$ cat config.mk
export PLATFORM = sky130hd
export DESIGN_NAME = dm_param
export DESIGN_NICKNAME = d
export VERILOG_FILES = /design/src/rtl/dm_pkg.sv /design/src/rtl/dm_init_seq.sv /design/src/rtl/dm_param.sv
export SDC_FILE = /design/constraint.sdc
export NUM_CORES = 1
export LEC_CHECK = 0
export ABC_AREA = 1
export CAP_MARGIN = 20
export CORE_ASPECT_RATIO = 0.9
export CORE_MARGIN = 5
export CORE_UTILIZATION = 55
export CTS_CLUSTER_SIZE = 12
export DETAILED_ROUTE_END_ITERATION = 6
export PLACE_DENSITY_LB_ADDON = 0.25
export SLEW_MARGIN = 20
export SYNTH_ARGS = -nofsm -noshare
export SYNTH_HDL_FRONTEND = slang
export SYNTH_SLANG_ARGS = --single-unit
$ cat constraint.sdc
create_clock -name clk -period 2.1 [get_ports clk]
set_clock_uncertainty 0.05 [all_clocks]
set_input_delay 0.525 -clock clk [delete_from_list [all_inputs] [get_ports clk]]
set_output_delay 0.525 -clock clk [all_outputs]
set_load 0.01 [all_outputs]
$ cat src/rtl/dm_pkg.sv
// Shared definitions for the dm_param memory block: controller states and the
// power-up image that the initialisation sweep writes into the array.
package dm_pkg;

    typedef enum logic {
        ST_INIT = 1'b0,
        ST_RUN  = 1'b1
    } state_e;

    localparam int IMAGE_LEN = 7;
    localparam int IMAGE_W   = 16;

    localparam logic [IMAGE_W-1:0] INIT_IMAGE [IMAGE_LEN] = '{
        16'h3ADC, 16'h0000, 16'h1342, 16'hADDE,
        16'hEFBE, 16'hFFFF, 16'hAAAA
    };

    // Words past the end of the image are cleared to zero.
    function automatic logic [IMAGE_W-1:0] init_word(input logic [31:0] k);
        logic [IMAGE_W-1:0] w_word;
        w_word = '0;
        if (k < 32'(IMAGE_LEN)) begin
            w_word = INIT_IMAGE[k[2:0]];
        end
        return w_word;
    endfunction

endpackage

$ cat src/rtl/dm_init_seq.sv
// Initialisation controller: sweeps every word once after reset, then hands the
// array to the request port for the rest of operation.
module dm_init_seq
    import dm_pkg::*;
#(
    parameter int DATA_W = 16,
    parameter int ADDR_W = 4
) (
    input  logic              clk,
    input  logic              rst,
    output logic              o_busy,
    output logic              o_init_we,
    output logic [ADDR_W-1:0] o_init_addr,
    output logic [DATA_W-1:0] o_init_data
);

    state_e            r_state;
    state_e            w_next_state;
    logic [ADDR_W-1:0] r_cnt;
    logic [ADDR_W-1:0] w_next_cnt;

    always_ff @(posedge clk) begin
        if (!rst) begin
            r_state <= ST_INIT;
            r_cnt   <= '0;
        end else begin
            r_state <= w_next_state;
            r_cnt   <= w_next_cnt;
        end
    end

    // NOTE: combinational block assigns every output a default first, with
    // blocking assignments, so no path leaves a signal unassigned (no latch).
    always_comb begin
        w_next_state = r_state;
        w_next_cnt   = r_cnt;
        o_init_we    = 1'b0;
        unique case (r_state)
            ST_INIT: begin
                o_init_we  = 1'b1;
                w_next_cnt = r_cnt + 1'b1;
                if (r_cnt == '1) begin
                    w_next_state = ST_RUN;
                end
            end
            ST_RUN: begin
                w_next_state = ST_RUN;
            end
            default: begin
                w_next_state = ST_INIT;
            end
        endcase
    end

    assign o_busy      = (r_state == ST_INIT);
    assign o_init_addr = r_cnt;
    assign o_init_data = DATA_W'(init_word(32'(r_cnt)));

endmodule

$ cat src/rtl/dm_param.sv
// Single-port byte-writable memory with a post-reset initialisation sweep and a
// fully pipelined read path of 1 or 2 cycles latency.
module dm_param
    import dm_pkg::*;
#(
    parameter int DATA_W   = 16,
    parameter int ADDR_W   = 4,
    parameter int READ_LAT = 1
) (
    input  logic                clk,
    input  logic                rst,
    input  logic                req_valid,
    output logic                req_ready,
    input  logic                req_we,
    input  logic [ADDR_W-1:0]   req_addr,
    input  logic [DATA_W-1:0]   req_wdata,
    input  logic [DATA_W/8-1:0] req_be,
    output logic                rsp_valid,
    output logic [DATA_W-1:0]   rsp_rdata,
    output logic                init_busy
);

    localparam int DEPTH = 2 ** ADDR_W;
    localparam int NB    = DATA_W / 8;

    logic              w_busy;
    logic              w_seq_we;
    logic [ADDR_W-1:0] w_seq_addr;
    logic [DATA_W-1:0] w_seq_data;

    dm_init_seq #(
        .DATA_W (DATA_W),
        .ADDR_W (ADDR_W)
    ) u_init_seq (
        .clk         (clk),
        .rst         (rst),
        .o_busy      (w_busy),
        .o_init_we   (w_seq_we),
        .o_init_addr (w_seq_addr),
        .o_init_data (w_seq_data)
    );

    assign init_busy = w_busy;
    assign req_ready = ~w_busy;

    logic w_acc;
    logic w_rd_acc;
    logic w_wr_acc;
    logic w_init_we;

    // Writes are suppressed while reset is held so the array only ever changes
    // through the sweep or an accepted request.
    assign w_acc     = req_valid & req_ready;
    assign w_rd_acc  = w_acc & ~req_we;
    assign w_wr_acc  = w_acc & req_we & rst;
    assign w_init_we = w_seq_we & rst;

    logic [NB-1:0]     w_mem_be;
    logic [ADDR_W-1:0] w_mem_addr;
    logic [DATA_W-1:0] w_mem_wdata;

    always_comb begin
        w_mem_be    = '0;
        w_mem_addr  = req_addr;
        w_mem_wdata = req_wdata;
        if (w_init_we) begin
            w_mem_be    = '1;
            w_mem_addr  = w_seq_addr;
            w_mem_wdata = w_seq_data;
        end else if (w_wr_acc) begin
            w_mem_be = req_be;
        end
    end

    logic [DATA_W-1:0] r_mem [DEPTH];

    // NOTE: the array has no reset branch; its contents come from the sweep,
    // which keeps it mappable onto RAM macros.
    always_ff @(posedge clk) begin
        for (int i = 0; i < NB; i++) begin
            if (w_mem_be[i]) begin
                r_mem[w_mem_addr][8*i +: 8] <= w_mem_wdata[8*i +: 8];
            end
        end
    end

    logic [DATA_W-1:0] w_rd_word;
    logic              r_rsp_valid;
    logic [DATA_W-1:0] r_rsp_rdata;

    // The array is read before this edge's write lands, so a read in the cycle
    // after a write already sees the new contents.
    assign w_rd_word = r_mem[req_addr];

    generate
        if (READ_LAT == 1) begin : g_lat1
            always_ff @(posedge clk) begin
                if (!rst) begin
                    r_rsp_valid <= 1'b0;
                    r_rsp_rdata <= '0;
                end else begin
                    r_rsp_valid <= w_rd_acc;
                    if (w_rd_acc) begin
                        r_rsp_rdata <= w_rd_word;
                    end
                end
            end
        end else begin : g_lat2
            logic              r_s1_valid;
            logic [DATA_W-1:0] r_s1_data;

            always_ff @(posedge clk) begin
                if (!rst) begin
                    r_s1_valid  <= 1'b0;
                    r_rsp_valid <= 1'b0;
                    r_rsp_rdata <= '0;
                end else begin
                    r_s1_valid  <= w_rd_acc;
                    r_rsp_valid <= r_s1_valid;
                    if (r_s1_valid) begin
                        r_rsp_rdata <= r_s1_data;
                    end
                end
            end

            always_ff @(posedge clk) begin
                if (w_rd_acc) begin
                    r_s1_data <= w_rd_word;
                end
            end
        end
    endgenerate

    assign rsp_valid = r_rsp_valid;
    assign rsp_rdata = r_rsp_rdata;

endmodule

==> impl_metrics.ini <==
[timing]
rsz0062_at_grt = false
hold_viol = 0
timing.hold.ws_ps = 484
min_period_ps = 2020
timing.final.ws_setup_ps = 80.8
fmax_ghz = 0.495
fin_crit_sh = 0.962
slew_viol_final = 0
setup_viol = 0
worst_slew_pin_slew_ps = 627
maxSlewHeadroom = 0.581

[clock_tree]
clock_latency_ps = 540
clock_path_buffers = 3
cts.sinks = 278
cts_buffers = 28
post_cts_buffers = 0
cts_tree = done
ctsHoldBuffers = 0
cts_max_level = 1
path_clk_slew_ps = 60
cts_root_buf = clkbuf_16

[critical_path]
worstSetupEndpointType = output pin
path_depth = 1
worstPathRequired_ps = 1520
endpoint = rsp_rdata[15]
cp_max_fo = 2
crit_chain = clkdlybuf4s50_1
critPathTopFamily = buffers and inverters
crit_path_max_incr_delay_ps = 550
startpoint = rsp_rdata[15]$_SDFFE_PN0P_
crit_path_start_kind = register
cp_slowest_cell = clkdlybuf4s50_1
r2r_slack_ps = 120
r2r_end = r_mem[0][6]$_DFFE_PP_
r2r_cells = 8
critPathKind = register to output pin
timing.rr.start = u_init_seq.r_state$_SDFF_PN0_
path_buf_inv = 1
cp.arrival_ps = 1440

[cells_and_area]
antenna_cells = 0
fin_cells = 1641
final_common_cell = nand2_1
final_util = 0.663
drive_gt1_frac = 0.0978
finalNetCount = 1364
layout_common_cells = nand2_1, edfxtp_1, nand3_1
synthToLayoutAreaGrowth_pct = 18.3

[power]
power_density_mw_per_mm2 = 842
vdd_ir_drop_max_uv = 713
p_leak_nw = 6.14
fin_total_pwr_mw = 12.2

[logic_synthesis]
ys_warn_count = 0
synth_area_leaders = edfxtp_1, nand2_1, nand3_1, inv_1, dfxtp_1
syn_nets = 1275
synth_cells = 1239
avgSynthCellArea_um2 = 9.84
synth-seq-area-share = 0.666
synth_cell_types = 26
yosysTopAreaCell = edfxtp_1
synth_seq_cells = 278
yosys.area.top_type_share = 0.630
synth_area_mm2 = 0.0122

[drt]
route.detailed.drc = 0
wl_per_cell_um = 17.4
drtPass1Iterations = 5
drt_wl_total_um = 28500
vias_per_cell = 5.23
ant_nets = 0
vias = 8576
drt-initial-drc-count = 811

[global_routing]
grt_pass1_vias = 8053
met1_usage = 0.336
grt_max_degree = 129
grt_use_met2 = 0.348
top_usage_layer = met2
antenna_found_initial = 0
track_usage = 0.225
grt.overflow.total = 0
grt_pass1_wl_um = 44200
grtUsageMet3 = 0.0350

[floorplan]
die_y_um = 151
coreArea_mm2 = 0.0218
die_w_um = 167
die_area_mm2 = 0.0253
start_util = 0.561
num_io_pins = 45
fp-row-count = 51

[status]
outcome = finished clean

[placement]
port_buffers = 44
place_hpwl_um = 18000
dpl_worst_slack_ps = -647
place_inst = 1588
gp_congestion = 0.877

[hold_path]
hp-class = register to register
hp-start = u_init_seq.o_init_addr[3]$_SDFFE_PN0N_

[flow_run]
max-cap-violations = 0
cells in the mapped netlist:
library cell  instances
a21oi_1               5
a21oi_2               3
a22o_1                2
a32o_1                1
buf_1                11
buf_2                34
buf_8                 1
clkbuf_1             14
clkinv_1              2
dfxtp_1              22
edfxtp_1            256
ha_1                 10
inv_1               156
inv_2                 3
nand2_1             445
nand2_2               1
nand2_4               1
nand3_1             178
nor2_1               72
nor2_2                5
nor3_1                1
o21ai_0              10
o21ai_1               1
o21ai_2               3
o31ai_1               1
xor2_1                1
layout make-up:
type / count / area (um^2)
well taps: 291 / 364
fillers: 1621 / 7330
multi-input cells: 741 / 3220
flip-flops and latches: 278 / 8130
clock buffers: 48 / 807
inverters: 161 / 607
repair buffers: 118 / 1250
clock inverters: 4 / 45.0
stage by stage:
step | setup TNS (ps) | instance area, um^2
2_1_floorplan | -210 | 12200
3_3_place_gp | -197550 | 13500
3_5_place_dp | -212150 | 13500
4_1_cts | 0 | 14400
5_1_grt | 0 | 14400
6_report | 0 | 14400
where the power goes:
part	switching [mW]	total [mW]	leakage [nW]	internal, mW
Sequential	0.0320	6.30	2.51	6.27
Combinational	0.796	1.21	3.22	0.414
Clock	1.93	4.64	0.412	2.71
worst min path at each step:
stage,to,slack [ps],depth (start not counted)
finish,u_init_seq.r_state$_SDFF_PN0_,480,2
global route,u_init_seq.o_init_addr[1]$_SDFFE_PN0N_,500,4
CTS,u_init_seq.r_state$_SDFF_PN0_,460,2
detailed placement,u_init_seq.r_state$_SDFF_PN0_,460,2
global placement,u_init_seq.r_state$_SDFF_PN0_,450,2
floorplan,u_init_seq.r_state$_SDFF_PN0_,420,2
what timing repair did:
item                                    4_1_cts  5_1_grt
cloned                                        0        1
endpoints found under the setup margin      229       90
resized for setup                             3        5
pin swaps                                     0        1
registers in the layout, summed over array words and instances (netlist names):
name and count:
rsp_rdata 16, r_mem 256, u_init_seq.o_init_addr 4, u_init_seq.r_state 1, rsp_valid 1
kinds of logic after synthesis:
logic type / share of synthesized area
buffers and inverters: 0.0724
and+or+nand+nor: 0.237
adders and majority gates: 0.0103
AOI/OAI and AO/OA: 0.0137
xor gates and xnor gates: 0.000718
DFF: 0.666
per-layer routing:
layer,vias up,share of wire
met5,-,0
met4,0,0.023
met3,53,0.095
met2,391,0.44
met1,3947,0.44
li1,4185,-
(Power assumes the default switching activity.)
